**config.mk**
```make
export PLATFORM = sky130hd
export DESIGN_NAME = spram_arbiter
export DESIGN_NICKNAME = d
export VERILOG_FILES = /design/src/rtl/spram_arbiter.sv
export SDC_FILE = /design/constraint.sdc
export NUM_CORES = 1
export LEC_CHECK = 0
export ABC_CLOCK_PERIOD_IN_PS = 3200
export CAP_MARGIN = 20
export CORE_AREA = 2 2 173 175
export CTS_CLUSTER_SIZE = 25
export DETAILED_ROUTE_END_ITERATION = 6
export DIE_AREA = 0 0 175 177
export PLACE_DENSITY = 0.64
export SLEW_MARGIN = 10
export SYNTH_ARGS = -nofsm -noshare
export SYNTH_HDL_FRONTEND = slang
export SYNTH_SLANG_ARGS = --single-unit
```
**constraint.sdc**
```tcl
create_clock -name clk -period 3.2 [get_ports clk]
set_clock_uncertainty 0.15 [all_clocks]
set_input_delay 0.96 -clock clk [delete_from_list [all_inputs] [get_ports clk]]
set_output_delay 0.96 -clock clk [all_outputs]
set_load 0.01 [all_outputs]
```
**src/rtl/spram_arbiter.sv**
```systemverilog
// Round-robin A/B arbiter plus post-reset zero-fill sweep in front of a single-port RAM.
// Grants are combinational (ready in the same cycle); read data returns one cycle after issue; losers hold.
module spram_arbiter #(
  parameter int AW      = 16,
  parameter int DW      = 64,
  parameter bit INIT_EN = 1'b1
) (
  input  logic          clk,
  input  logic          reset,
  input  logic          a_req,
  input  logic          a_we,
  input  logic [AW-1:0] a_addr,
  input  logic [DW-1:0] a_wdata,
  output logic          a_ready,
  output logic          a_rvalid,
  output logic [DW-1:0] a_rdata,
  input  logic          b_req,
  input  logic          b_we,
  input  logic [AW-1:0] b_addr,
  input  logic [DW-1:0] b_wdata,
  output logic          b_ready,
  output logic          b_rvalid,
  output logic [DW-1:0] b_rdata,
  output logic          ram_me,
  output logic          ram_wen,
  output logic [AW-1:0] ram_addr,
  output logic [DW-1:0] ram_wdata,
  input  logic [DW-1:0] ram_rdata,
  output logic          init_done
);

  typedef enum logic {ST_INIT, ST_RUN} state_t;
  typedef enum logic {GNT_A, GNT_B} side_t;

  localparam logic [AW:0] LAST_ADDR = {1'b0, {AW{1'b1}}};
  localparam state_t      RST_STATE = INIT_EN ? ST_INIT : ST_RUN;

  state_t        state_q, state_d;
  side_t         last_q, last_d;
  logic [AW:0]   init_cnt_q, init_cnt_d;
  logic          init_done_q, init_done_d;
  logic [AW-1:0] ram_addr_q;
  logic [DW-1:0] ram_wdata_q;
  logic          rd_pend_q, rd_pend_d;
  side_t         rd_owner_q, rd_owner_d;
  logic [DW-1:0] a_rdata_q, b_rdata_q;
  logic          gnt_a, gnt_b;

  // Every combinational output is gated by reset so nothing reaches the RAM
  // or the requesters while reset is held.
  always_comb begin
    state_d     = state_q;
    last_d      = last_q;
    init_cnt_d  = init_cnt_q;
    init_done_d = init_done_q;
    gnt_a       = 1'b0;
    gnt_b       = 1'b0;
    ram_me      = 1'b0;
    ram_wen     = 1'b0;
    ram_addr    = ram_addr_q;
    ram_wdata   = ram_wdata_q;
    if (reset) begin
      case (state_q)
        ST_INIT: begin
          ram_me     = 1'b1;
          ram_wen    = 1'b1;
          ram_addr   = init_cnt_q[AW-1:0];
          ram_wdata  = '0;
          init_cnt_d = init_cnt_q + 1'b1;
          if (init_cnt_q == LAST_ADDR) begin
            state_d     = ST_RUN;
            init_done_d = 1'b1;
          end
        end
        ST_RUN: begin
          gnt_a = a_req & (~b_req | (last_q == GNT_B));
          gnt_b = b_req & (~a_req | (last_q == GNT_A));
          if (gnt_a) begin
            last_d    = GNT_A;
            ram_me    = 1'b1;
            ram_wen   = a_we;
            ram_addr  = a_addr;
            ram_wdata = a_we ? a_wdata : '0;
          end else if (gnt_b) begin
            last_d    = GNT_B;
            ram_me    = 1'b1;
            ram_wen   = b_we;
            ram_addr  = b_addr;
            ram_wdata = b_we ? b_wdata : '0;
          end
        end
        default: state_d = RST_STATE;
      endcase
    end
  end

  assign a_ready    = gnt_a;
  assign b_ready    = gnt_b;
  assign rd_pend_d  = (gnt_a & ~a_we) | (gnt_b & ~b_we);
  assign rd_owner_d = gnt_b ? GNT_B : GNT_A;

  assign a_rvalid  = rd_pend_q & (rd_owner_q == GNT_A);
  assign b_rvalid  = rd_pend_q & (rd_owner_q == GNT_B);
  assign a_rdata   = a_rvalid ? ram_rdata : a_rdata_q;
  assign b_rdata   = b_rvalid ? ram_rdata : b_rdata_q;
  assign init_done = init_done_q;

  always_ff @(posedge clk or negedge reset) begin
    if (!reset) begin
      state_q     <= RST_STATE;
      last_q      <= GNT_B;
      init_cnt_q  <= '0;
      init_done_q <= ~INIT_EN;
      ram_addr_q  <= '0;
      ram_wdata_q <= '0;
      rd_pend_q   <= 1'b0;
      rd_owner_q  <= GNT_A;
      a_rdata_q   <= '0;
      b_rdata_q   <= '0;
    end else begin
      state_q     <= state_d;
      last_q      <= last_d;
      init_cnt_q  <= init_cnt_d;
      init_done_q <= init_done_d;
      ram_addr_q  <= ram_addr;
      ram_wdata_q <= ram_wdata;
      rd_pend_q   <= rd_pend_d;
      rd_owner_q  <= rd_owner_d;
      a_rdata_q   <= a_rdata;
      b_rdata_q   <= b_rdata;
    end
  end

endmodule

```
Word level (Yosys, flattened, before mapping) --
Index checks and enable logic that the tools add are counted.
Storage, ports and cells: bits of input ports 230, word-level logic and storage cells 61, output and inout port bits 215, flip-flop bits (word level) 230
Operators by class: reduce and logical (&&, ||, !) cells 4, bitwise operators 16, add/subtract/negate cells 1, eq/ne operators 1, multiplexer cells 29
Operators with widths (count):
- 2-to-1 mux 64 bit | 7
- case mux 64 bit (2 select lines) | 1
- 2-to-1 mux 16 bit | 3
- case mux 16 bit (2 select lines) | 1
- adder 17 x 1 -> 17 bit (second input constant) | 1
- equality test 17 x 16 -> 1 bit (second input constant) | 1
- 2-to-1 mux 1 bit | 15
- NOT 1 bit | 7
- AND 1 bit | 6
- AND reduction 3 bit | 2
- case mux 1 bit (2 select lines) | 2
- bitwise OR 1 bit | 3
- AND reduction 2 bit | 1
- nonzero test 2 bit | 1

Logic depth before layout (Yosys ltp) --
depth after elaboration 7, depth in mapped cells 7, depth with buffers taken out 6

Worst setup path after synthesis --
Ideal clock, no wire load.
kind input-to-output, start input b_req, end output ram_wdata[54], buffers on the path 3, cell stages on the path 7, slack -0.003 ns, required time 2.090 ns, data arrival time 2.093 ns, cells stage by stage a21boi_1 buf_6 and2_1 buf_4 buf_6 a22oi_1 o21ai_0
On the way: longest elaborated chain between the ends 6, elaborated cells between the ends (all ways) 8, classes of those cells mux: 4; bitwise: 4
Ends and longest elaborated chain:
- from (decl) | RTL line 17 | input logic b_req,
- NOT 1 bit | RTL line 76 | gnt_a = a_req & (~b_req | (last_q == GNT_B));
- bitwise OR 1 bit | RTL line 76
- AND 1 bit | RTL line 76
- 2-to-1 mux 64 bit * | RTL line 78 | if (gnt_a) begin
- case mux 64 bit (2 select lines) * | RTL line 63 | case (state_q)
- 2-to-1 mux 64 bit * | RTL line 62 | if (reset) begin
- to (decl) | RTL line 27 | output logic [DW-1:0] ram_wdata,
Every way passes the cells marked *; elsewhere a longest branch is shown, timed or not.

Worst setup path after layout --
start input a_req, end register ram_wdata_q[62]
On the way: longest elaborated chain between the ends 7, elaborated cells between the ends (all ways) 8, classes of those cells mux: 4; bitwise: 4
Ends and longest elaborated chain:
- from (decl) | RTL line 10 | input logic a_req,
- NOT 1 bit | RTL line 77 | gnt_b = b_req & (~a_req | (last_q == GNT_A));
- bitwise OR 1 bit | RTL line 77
- AND 1 bit | RTL line 77
- 2-to-1 mux 64 bit | RTL line 84 | end else if (gnt_b) begin
- 2-to-1 mux 64 bit * | RTL line 78
- case mux 64 bit (2 select lines) * | RTL line 63
- 2-to-1 mux 64 bit * | RTL line 62
- to (signal assigned) | RTL line 126 | ram_wdata_q <= ram_wdata;
- to (decl) | RTL line 43 | logic [DW-1:0] ram_wdata_q;
Marked as above. A chain may end at the register's enable or synchronous reset.

==> reports/qor.yml <==
io_pins: 445
synth_edf_count: 0
required_ns: 3.48
grt_pass1_wl_um: 54320
rsz0062_at_grt: "true"
fp.dieH_um: 177
synth_area_mm2: 0.009540
finish.utilization: 0.6036
clockBufferDepth: 3
track_usage: 0.2264
drt_pre_antenna_iters: 4
first_global_vias: 9404
async_flop_share: 1.000
drtIter0Drc: 435
clkTransAtPathRegs_ns: 0.06
yosysTopAreaCell: "dfrtp_1"
arrival_ns: 3.75
crit_start: "a_req"
powerDensity_mw_per_mm2: 567.1
hpwl_um: 23490
p_total_uw: 10010
worst_r2r_startpoint: "last_q"
routed_wl_um: 37360
cts_made_buffers: 27
synth-seq-area-share: 0.6034
antenna_found_initial: 1
layout-drive-gt1-share: 0.4568
fin_crit_ns: 3.469
cts_tree: "built"
synthTopCellsByCount: "dfrtp_1 (229), mux2_2 (137), nand2_1 (93)"
syn_to_final_growth_pct: 85.01
via_count: 8887
finalSetupViolCount: 87
synth-warning-count: 0
rows: 63
die_area_mm2: 0.03098
fmax_ghz: 0.2883
wl_per_cell_um: 20.47
relSlewSlack: 0.4535
tns_ns: -13.52
final_antenna_net_count: 0
startpoint_type: "input port"
synth_nets: 989
hold_violations: 0
yosys_register_bits: 230
grt_max_degree: 65
worst-path-max-fanout: 8
yosys-top-cells-area: "dfrtp_1 (60%), mux2_2 (16%), a22oi_1 (5.0%)"
post-synth-top-count-cell: "dfrtp_1"
leakage_uw: 0.008094
status: "complete, but fails checks"
port_buffers: 444
die_x_um: 175
critPathCaptureType: "register"
grt_overflow: 0
avgSynthCellArea_um2: 12.60
start_util: 0.3262
ys.flop_type: "dfrtp_1"
via_per_inst: 4.870
clock_sinks: 230
cts_root_buf: "clkbuf_16"
worst_pin_slew_ns: 0.8197
fin_crit_sh: 1.084
synth_cells: 757
netlist.area_leader.share: 0.6007
worstSetupPathType: "in -> reg"
violations: "negative setup slack"
place_congestion: 0.7940
ir_drop_uv: 332.2
nNetsFinal: 1645
core_area_mm2: 0.02924
fillers: 2322
fin_ws_ns: -0.2688
drv_slew: 0
cts_htree_levels: 1
maxCapViolations: 0
drc: 0
hold_class: "in -> async"
hold_buffers: 0
worstSkewPairLatency_ns: 0.53
ys_types: 38
## final cells by class
class | instances | area [um2] | share of cell area
clock buffers | 39 | 780.7 | 0.04423
well taps | 390 | 488.0 | 0.02765
inverters | 7 | 26.28 | 0.001489
repair buffers | 678 | 6485 | 0.3674
multi-input cells | 469 | 3969 | 0.2249
flip-flops and latches | 230 | 5757 | 0.3261
clock inverters | 11 | 142.6 | 0.008081
diodes | 1 | 2.502 | 0.0001418
## critical path: stages
cell and delay [ns]:
buf_8 0.10, buf_4 0.14, and3_4 0.21, buf_12 0.13, buf_16 0.14, buf_4 0.14
a22oi_2 0.19, o21ai_1 0.10, buf_4 0.15, buf_4 0.13, buf_4 0.12, buf_4 0.12
buf_4 0.12, buf_4 0.12, buf_4 0.12, buf_4 0.12, buf_4 0.12, buf_4 0.13
buf_4 0.12, buf_4 0.12, buf_4 0.12
## stage by stage
stage          instance area [um2]  setup WS [ns]  cells  hold slack (ns)
6_report                     17650        -0.2688   1825           0.2665
5_1_grt                      17650        -0.3277   1825           0.2506
4_1_cts                      17070        -0.1977   1799           0.2338
3_5_place_dp                 14940         -1.117   1618           0.2964
3_3_place_gp                 14940         -1.065   1618           0.2939
2_1_floorplan                 9540       0.002655    757           0.2998
## registers in the layout (all words and copies together) (netlist names)
name	cells
last_q	1
b_rdata_q	64
ram_wdata_q	64
rd_owner_q	1
rd_pend_q	1
init_cnt_q	17
a_rdata_q	64
state_q	1
init_done	1
ram_addr_q	16
## layout by cell type (no fill, tap or decap), types with 13 or more instances in the layout
master,synthesis,routed
a221o_1,16,16
mux2_2,137,116
clkbuf_2,0,24
clkdlybuf4s50_1,0,227
buf_6,7,72
dfrtp_1,229,229
buf_4,2,139
clkdlybuf4s15_1,0,45
a22oi_2,0,50
o21ai_1,11,46
mux2_4,0,29
buf_2,27,96
clkbuf_16,0,32
o21ai_2,0,18
dlygate4sd2_1,0,26
a22oi_1,64,14
a21oi_1,16,16
nand2_1,93,86
buf_16,0,13
nor2_1,23,23
buf_12,0,20
## logic make-up (layout without fill, tap and decap cells)
group           count (synthesis)  after routing  share of synthesized area
compound gates                168            168                     0.1154
xor+xnor                       15             15                    0.01377
fa+ha+maj                       2              2                   0.002623
buf+inv                        58            735                    0.03265
flops                         230            230                     0.6034
mux                           145            145                     0.1711
other cells                     0              1                          0
simple gates                  139            139                    0.06098
## timing repair
action	4_1_cts	5_1_grt
setup endpoints to repair	212	169
gates cloned	16	5
gates resized for setup	740	177
setup buffers	116	24
pin swaps	64	42
## per-layer routing
layer / track usage / part of all wire / up-vias
met5: 0 / 0 / -
met4: 0.07743 / 0.033 / 0
met3: 0.05369 / 0.075 / 80
met2: 0.4053 / 0.51 / 431
met1: 0.2663 / 0.39 / 4344
li1: - / - / 4032
## worst paths after layout
| path | end | slack (ns) | depth (start not counted) |
|---|---|---|---|
| max | ram_wdata_q[62] | -0.27 | 21 |
| min | ram_addr_q[9] | 0.27 | 2 |
| max reg2reg | ram_wdata_q[62] | -0.13 | 20 |
| min reg2reg | init_done | 0.31 | 1 |
| max in group asynchronous | ram_wdata_q[38] | 0.78 | 4 |
| min in group clk | init_done | 0.31 | 1 |
## power by group
part	switching, uW	total (uW)	internal [uW]
sequential	150	3620	3470
combinational	1420	3200	1780
clock	1250	3180	1930
(Power assumes the default switching activity.)
